$ cat config.mk
export PLATFORM = sky130hd
export DESIGN_NAME = servo_pwm_generator
export DESIGN_NICKNAME = d
export VERILOG_FILES = /design/src/rtl/servo_pwm_generator.sv
export SDC_FILE = /design/constraint.sdc
export NUM_CORES = 1
export LEC_CHECK = 0
export BUFFER_PORTS_ARGS = -buffer_cell sky130_fd_sc_hd__buf_2
export CORE_ASPECT_RATIO = 0.7
export CORE_MARGIN = 3
export CORE_UTILIZATION = 32
export DETAILED_ROUTE_END_ITERATION = 8
export GPL_TIMING_DRIVEN = 1
export REMOVE_ABC_BUFFERS = 1
export SETUP_SLACK_MARGIN = 0.1
export SLEW_MARGIN = 20
export SYNTH_ARGS = -nofsm -noshare
export SYNTH_HDL_FRONTEND = slang
export SYNTH_SLANG_ARGS = --single-unit
$ cat constraint.sdc
create_clock -name clk -period 2.5 [get_ports clk]
set_clock_uncertainty 0.15 [all_clocks]
set_input_delay 0 -clock clk [delete_from_list [all_inputs] [get_ports clk]]
set_output_delay 0 -clock clk [all_outputs]
set_load 0.02 [all_outputs]
$ cat src/rtl/servo_pwm_generator.sv
// Framed servo PWM: on_time is sampled once per frame and emitted as a registered high pulse.
// Optional SLEW_LIMIT_EN macro ramps the applied on-time by at most SLEW per frame.
module servo_pwm_generator #(
  parameter int unsigned W      = 28,
  parameter int unsigned PERIOD = 2_000_000,
  parameter int unsigned MIN_ON = 100_000,
  parameter int unsigned MAX_ON = 250_000,
  parameter int unsigned SLEW   = 5_000
) (
  input  logic         clk,
  input  logic         rst,
  input  logic         enable,
  input  logic [W-1:0] on_time,
  output logic         pwm_out,
  output logic         frame_start,
  output logic [W-1:0] active_on_time,
  output logic         clamped
);

  // state  | meaning
  // S_OFF  | no pulse this frame (disabled or zero on-time)
  // S_HIGH | pulse in progress, cnt < active_on_time
  // S_LOW  | pulse finished, waiting for frame wrap
  typedef enum logic [1:0] {S_OFF, S_HIGH, S_LOW} state_t;

  localparam logic [W-1:0] PERIOD_M1 = W'(PERIOD - 1);
  localparam logic [W-1:0] MIN_V     = W'(MIN_ON);
  localparam logic [W-1:0] MAX_V     = W'(MAX_ON);
  localparam logic [W-1:0] SLEW_V    = W'(SLEW);

  if (MIN_ON == 0 || MIN_ON > MAX_ON || MAX_ON >= PERIOD || SLEW == 0 ||
      64'(PERIOD) > (64'(1) << W)) begin : g_bad_cfg
    $error("servo_pwm_generator: illegal PERIOD/MIN_ON/MAX_ON/SLEW/W combination");
  end

  state_t       state_q, state_d;
  logic [W-1:0] cnt_q, cnt_d;
  logic [W-1:0] active_q, active_d;
  logic         clamped_q, clamped_d;
  logic         started_q, started_d;
  logic         pwm_q, pwm_d;
  logic         frame_start_q, frame_start_d;
  logic [W-1:0] target, next_active;
  logic         range_clip;
  logic         wrap;

  assign wrap = started_q && (cnt_q == PERIOD_M1);

  always_comb begin
    target     = on_time;
    range_clip = 1'b0;
    if (on_time == '0) begin
      target = '0;
    end else if (on_time < MIN_V) begin
      target     = MIN_V;
      range_clip = 1'b1;
    end else if (on_time > MAX_V) begin
      target     = MAX_V;
      range_clip = 1'b1;
    end
  end

`ifdef SLEW_LIMIT_EN
  // Leaving zero jumps straight to MIN_ON; both values are then in range so no underflow.
  always_comb begin
    next_active = target;
    if (target != '0 && active_q == '0) begin
      next_active = MIN_V;
    end else if (target != '0) begin
      if (target > active_q && (target - active_q) > SLEW_V) begin
        next_active = active_q + SLEW_V;
      end else if (target < active_q && (active_q - target) > SLEW_V) begin
        next_active = active_q - SLEW_V;
      end
    end
  end
`else
  assign next_active = target;
`endif

  always_comb begin
    started_d = 1'b1;
    cnt_d     = cnt_q + W'(1);
    if (!started_q || wrap) begin
      cnt_d = '0;
    end
    active_d  = active_q;
    clamped_d = clamped_q;
    if (wrap) begin
      active_d  = next_active;
      clamped_d = range_clip;
    end
  end

  always_ff @(posedge clk) begin
    if (rst) begin
      state_q <= S_OFF;
    end else begin
      state_q <= state_d;
    end
  end

  always_comb begin
    state_d = state_q;
    if (wrap) begin
      state_d = (enable && target != '0) ? S_HIGH : S_OFF;
    end else if (state_q == S_HIGH && cnt_q == active_q - W'(1)) begin
      state_d = S_LOW;
    end
  end

  always_comb begin
    pwm_d         = (state_q == S_HIGH);
    frame_start_d = (cnt_d == '0);
  end

  always_ff @(posedge clk) begin
    if (rst) begin
      cnt_q         <= '0;
      started_q     <= 1'b0;
      active_q      <= '0;
      clamped_q     <= 1'b0;
      pwm_q         <= 1'b0;
      frame_start_q <= 1'b0;
    end else begin
      cnt_q         <= cnt_d;
      started_q     <= started_d;
      active_q      <= active_d;
      clamped_q     <= clamped_d;
      pwm_q         <= pwm_d;
      frame_start_q <= frame_start_d;
    end
  end

  assign pwm_out        = pwm_q;
  assign frame_start    = frame_start_q;
  assign active_on_time = active_q;
  assign clamped        = clamped_q;

endmodule

==> summary by stage <==
Die
62 I/O pins were placed. The die is 96.78 um tall. The die width is 135.7 um.

The die covers 13130 um^2. The floorplan has 32 rows. The core region is 11250 um^2. The effective utilization at floorplan is 0.3349.

Logic synthesis
Ranked by total cell area, the synthesized netlist is headed by sky130_fd_sc_hd__dfxtp_1, sky130_fd_sc_hd__xnor2_1, sky130_fd_sc_hd__nor2_1. The async set or reset register ratio after synthesis is 0. By area, the combinational part of the netlist is dominated by simple AND/OR/NAND/NOR gates. Measured against the total synthesized area, the mux share comes to 0.01129. The synthesized netlist occupies a cell area of 3767 um^2. Of the total synthesized cell area, the portion taken by XOR and XNOR cells is 0.1488. The commonest cells after synthesis are sky130_fd_sc_hd__nor2_1, sky130_fd_sc_hd__dfxtp_1, sky130_fd_sc_hd__xnor2_1. The number of distinct standard cells referenced by the synthesized netlist is 62. The simple-gate area share of the yosys netlist is 0.3514. Of the synthesized area, sequential elements account for 0.3295.

Synthesis produced 471 cells. The adder and majority gate portion of the synthesized area is 0.006642. For this run, the number of Yosys warnings is 0. The number of enable flip-flop cells after synthesis is 0.

For this run, the leading register cell type out of synthesis is sky130_fd_sc_hd__dfxtp_1. The share of Yosys cell area claimed by the top area cell type is 0.3295. Dividing the synthesized area by the synthesized cell count gives 7.999 um^2. The share of the synthesized area in compound gates (AO/OA/AOI/OAI) was 0.1129. The most common cell in the synthesized netlist is sky130_fd_sc_hd__nor2_1. Synthesis inferred 62 register bits. The largest total area in the synthesized netlist belongs to sky130_fd_sc_hd__dfxtp_1.

STA
The total setup violations reported at the end of the flow is 0. The tightest slew margin relative to the limit is 0.6765. The final critical delay including setup and external delays is 2.431 ns. The number of hold violations in the final report is 0. Setup repair after global routing could not meet its margin everywhere.

On the final layout, the worst hold slack is 0.05740 ns. The max-slew violation total from the final report is 0. Of the available clock period, the critical path in the final layout requires 0.9725. After routing, the total negative slack on setup checks comes to 0 ns. For the pin with the worst max-slew slack, the measured transition is 0.4842 ns. The maximum operating frequency is 411.3 MHz.

Finish
In the final layout, the share of cells above drive strength 1 is 0.3279. The number of nets in the layout is 644. Compared with the post-synthesis result, the final layout area differs by 45.03%. The count of inserted antenna diode cells is 0. Once layout is done, the placed cells without fillers occupy 5464 um^2. The fill cell instance count of the final layout is 1051.

Pwr
The worst supply voltage drop on vdd is 0.0003402 V. The internal power component is 1815 uW. Summed over all cells, the static leakage comes to 0.002289 uW.

The share of total power consumed by net switching is 0.2168. The clock network power share is 0.525. The reported net switching power is 502.4 uW. Of the total power, combinational logic draws 0.046.

The total power density per cell area is 424.1 nW/um^2. Total power for the finished layout comes to 2317 uW. The portion of total power attributed to sequential cells is 0.429.

GRT
The first-pass GRT wire length is 19.71 mm. Entering global routing, the biggest net connects 29 pins. The remaining global-route overflow is 0. The via count of the first global-routing pass is 3931. The number of antenna violations at the first check in global routing is 0. In the global route stage, overall resource usage came out at 0.1849.

Placement
The placed cell area is 4657 um^2. In this run the tool buffered the top-level ports with 61 buffer cells. The HPWL reported at the end of detailed placement is 8.896 mm. Routability-driven placement finished with a final weighted congestion of 0.8910.

Clocking
The number of buffers inserted during clock tree synthesis is 9. The clock passes through at most 2 buffers. The number of sinks handled by clock tree synthesis is 62. The clock latency reported for the late side of the worst-skew pair is 0.33 ns. The number of levels in the clock H-tree is 3. The TritonCTS clock tree is built. Clock-pin slew was measured on the worst setup and hold paths at 0.06 ns. The cell sitting at the root of the clock tree is a sky130_fd_sc_hd__clkbuf_16.

Setup path
The total number of cells along the worst setup path is 12. For this design, the slowest cell found on the critical path is sky130_fd_sc_hd__dfxtp_4. The startpoint of the lowest-slack register-to-register path is active_on_time[1]$_SDFFE_PP0P_. Walking the worst path, the cells encountered are inv_4 -> ha_4 -> nor3b_4 -> nand3_2 -> buf_8 -> buf_6 -> nor3_4 -> xnor2_1 -> nor3_1 -> nand4_1 -> a2111oi_4 -> o21ai_1.

At the worst endpoint, the required time is 2.57 ns. Counting cells, the worst reg-to-reg path comes to 12. The launching instance or port of the critical path is active_on_time[1]$_SDFFE_PP0P_. The nature of the critical path endpoint is a flip-flop. The worst register-to-register path ends at state_q[0]$_SDFFE_PP0P_. The total buffers and inverters traversed by the critical path is 3.

The path type of the worst setup path is flip-flop to flip-flop. The signal arrival time at the worst endpoint is 2.50 ns. Of all nets on the critical path, the largest fanout is 7. On the critical path the largest part of the delay comes from simple AND/OR/NAND/NOR gates. The slack of the worst reg-to-reg path is 0.07 ns. The delay of the slowest cell on the worst path is 0.36 ns. In this run the worst setup path terminates at state_q[0]$_SDFFE_PP0P_.

The worst setup path is launched from a flip-flop.

Routing
For this block, the initial DRC count from the detailed router was 273. The number of antenna-violating nets in the routed design is 0. The routed wirelength normalized by instance count is 15.48 um. The detail-routed via count per cell is 5.151. The total number of vias is 3961. The first TritonRoute pass finished after 4 iterations. In the routed design, unresolved DRC markers number 0. The final routed wirelength across all metal layers is 11.91 mm.

Worst hold path
The path type of the worst min-delay path is primary input to flip-flop.

Run
The tool flagged a number of max-cap violations equal to 0.

Status
The flow ran to the end, and the final reports show no timing, DRC or antenna violations.
## state kept, by name, summed over array words and instances, names as in the netlist
register and flops:
pwm_out 1, frame_start 1, started_q 1, active_on_time 28, state_q 2, cnt_q 28, clamped 1
## worst register-to-register path, delay by kind of cell, from the launching register on
kind | cells | cell delay (ns)
buf+inv | 3 | 0.34
xor+xnor | 1 | 0.09
simple gates | 5 | 0.82
compound gates | 2 | 0.43
flops | 1 | 0.36
fa+ha+maj | 1 | 0.13
## cells in the final DEF (no fill, tap or decap), types with 4 or more instances in the layout
cell,netlist,routed
sky130_fd_sc_hd__dfxtp_1,62,55
sky130_fd_sc_hd__nand2b_1,7,7
sky130_fd_sc_hd__nor4_1,9,5
sky130_fd_sc_hd__a21oi_1,10,9
sky130_fd_sc_hd__buf_4,0,75
sky130_fd_sc_hd__buf_2,10,61
sky130_fd_sc_hd__a22o_1,7,7
sky130_fd_sc_hd__or3_1,7,6
sky130_fd_sc_hd__nor4_4,2,4
sky130_fd_sc_hd__dfxtp_2,0,5
sky130_fd_sc_hd__a31oi_1,7,7
sky130_fd_sc_hd__inv_1,6,4
sky130_fd_sc_hd__and3_1,11,10
sky130_fd_sc_hd__xnor2_1,42,42
sky130_fd_sc_hd__or4_1,4,4
sky130_fd_sc_hd__nor2_1,67,66
sky130_fd_sc_hd__dlygate4sd3_1,0,20
sky130_fd_sc_hd__o21ai_1,3,5
sky130_fd_sc_hd__nand2_1,33,32
sky130_fd_sc_hd__xor2_1,22,21
sky130_fd_sc_hd__nor3_2,4,4
sky130_fd_sc_hd__clkbuf_16,0,9
sky130_fd_sc_hd__nand3_1,24,23
sky130_fd_sc_hd__nor3_1,18,14
sky130_fd_sc_hd__nand4_1,16,16
sky130_fd_sc_hd__o21ai_0,14,12
sky130_fd_sc_hd__nor3_4,0,4
sky130_fd_sc_hd__and2_1,14,13
## final cells by class
| type | instances | area, um^2 | area share |
|---|---|---|---|
| sequential | 62 | 1255 | 0.2297 |
| tap | 153 | 191.4 | 0.03504 |
| inverter | 6 | 27.53 | 0.005038 |
| multi-input combinational | 373 | 2591 | 0.4742 |
| clock inverter | 4 | 47.55 | 0.008702 |
| clock buffer | 12 | 236.5 | 0.04328 |
| timing repair buffer | 159 | 1115 | 0.2040 |
## metrics by stage
step	utilization	instances	setup slack [ns]
after detailed placement	0.4139	722	-0.07442
final	0.4857	769	0.06868
after global placement	0.4139	722	0.02610
after floorplan	-	441	-0.2512
after CTS	0.4709	765	0.07149
after global routing	0.4857	769	-0.04450
## how the worst min path moves through the flow
stage	start	to	slack, ns	cells past startpoint
floorplan	rst	active_on_time[17]$_SDFFE_PP0P_	-0.08	1
global placement	on_time[2]	active_on_time[2]$_SDFFE_PP0P_	0.08	2
detailed placement	on_time[1]	active_on_time[1]$_SDFFE_PP0P_	0.08	2
CTS	on_time[27]	active_on_time[14]$_SDFFE_PP0P_	0.03	5
global route	on_time[27]	active_on_time[14]$_SDFFE_PP0P_	0.08	5
finish	on_time[27]	active_on_time[14]$_SDFFE_PP0P_	0.06	5
## cells by family (layout without fill, tap and decap cells)
group / count (synthesis) / count (layout)
simple gates: 241 / 241
xor+xnor: 64 / 64
mux: 4 / 4
compound gates: 62 / 62
flops: 62 / 62
buf+inv: 36 / 181
fa+ha+maj: 2 / 2
## metal layers
metal,vias to the layer above,GRT usage,part of all wire
met5,-,0,0
met4,0,0.04105,0.0086
met3,11,0.04210,0.060
met2,130,0.2836,0.44
met1,1883,0.2647,0.49
li1,1937,-,-
## power by group through the flow
stage | clock network [uW] | registers, uW | logic (uW)
final | 1220 | 994 | 107
after global routing | 1280 | 994 | 118
after CTS | 1230 | 993 | 101
after detailed placement | 0 | 1020 | 77.3
after global placement | 0 | 1020 | 75.9
after floorplan | 0 | 1020 | 23.1
## what timing repair did
action                                 4_1_cts  5_1_grt
buffers inserted                             7        4
endpoints found under the hold margin       23        0
setup endpoints to repair                   10       29
pin swaps                                   11       20
hold buffers                                20        0
resized for setup                           23       31
(Power assumes the default switching activity.)
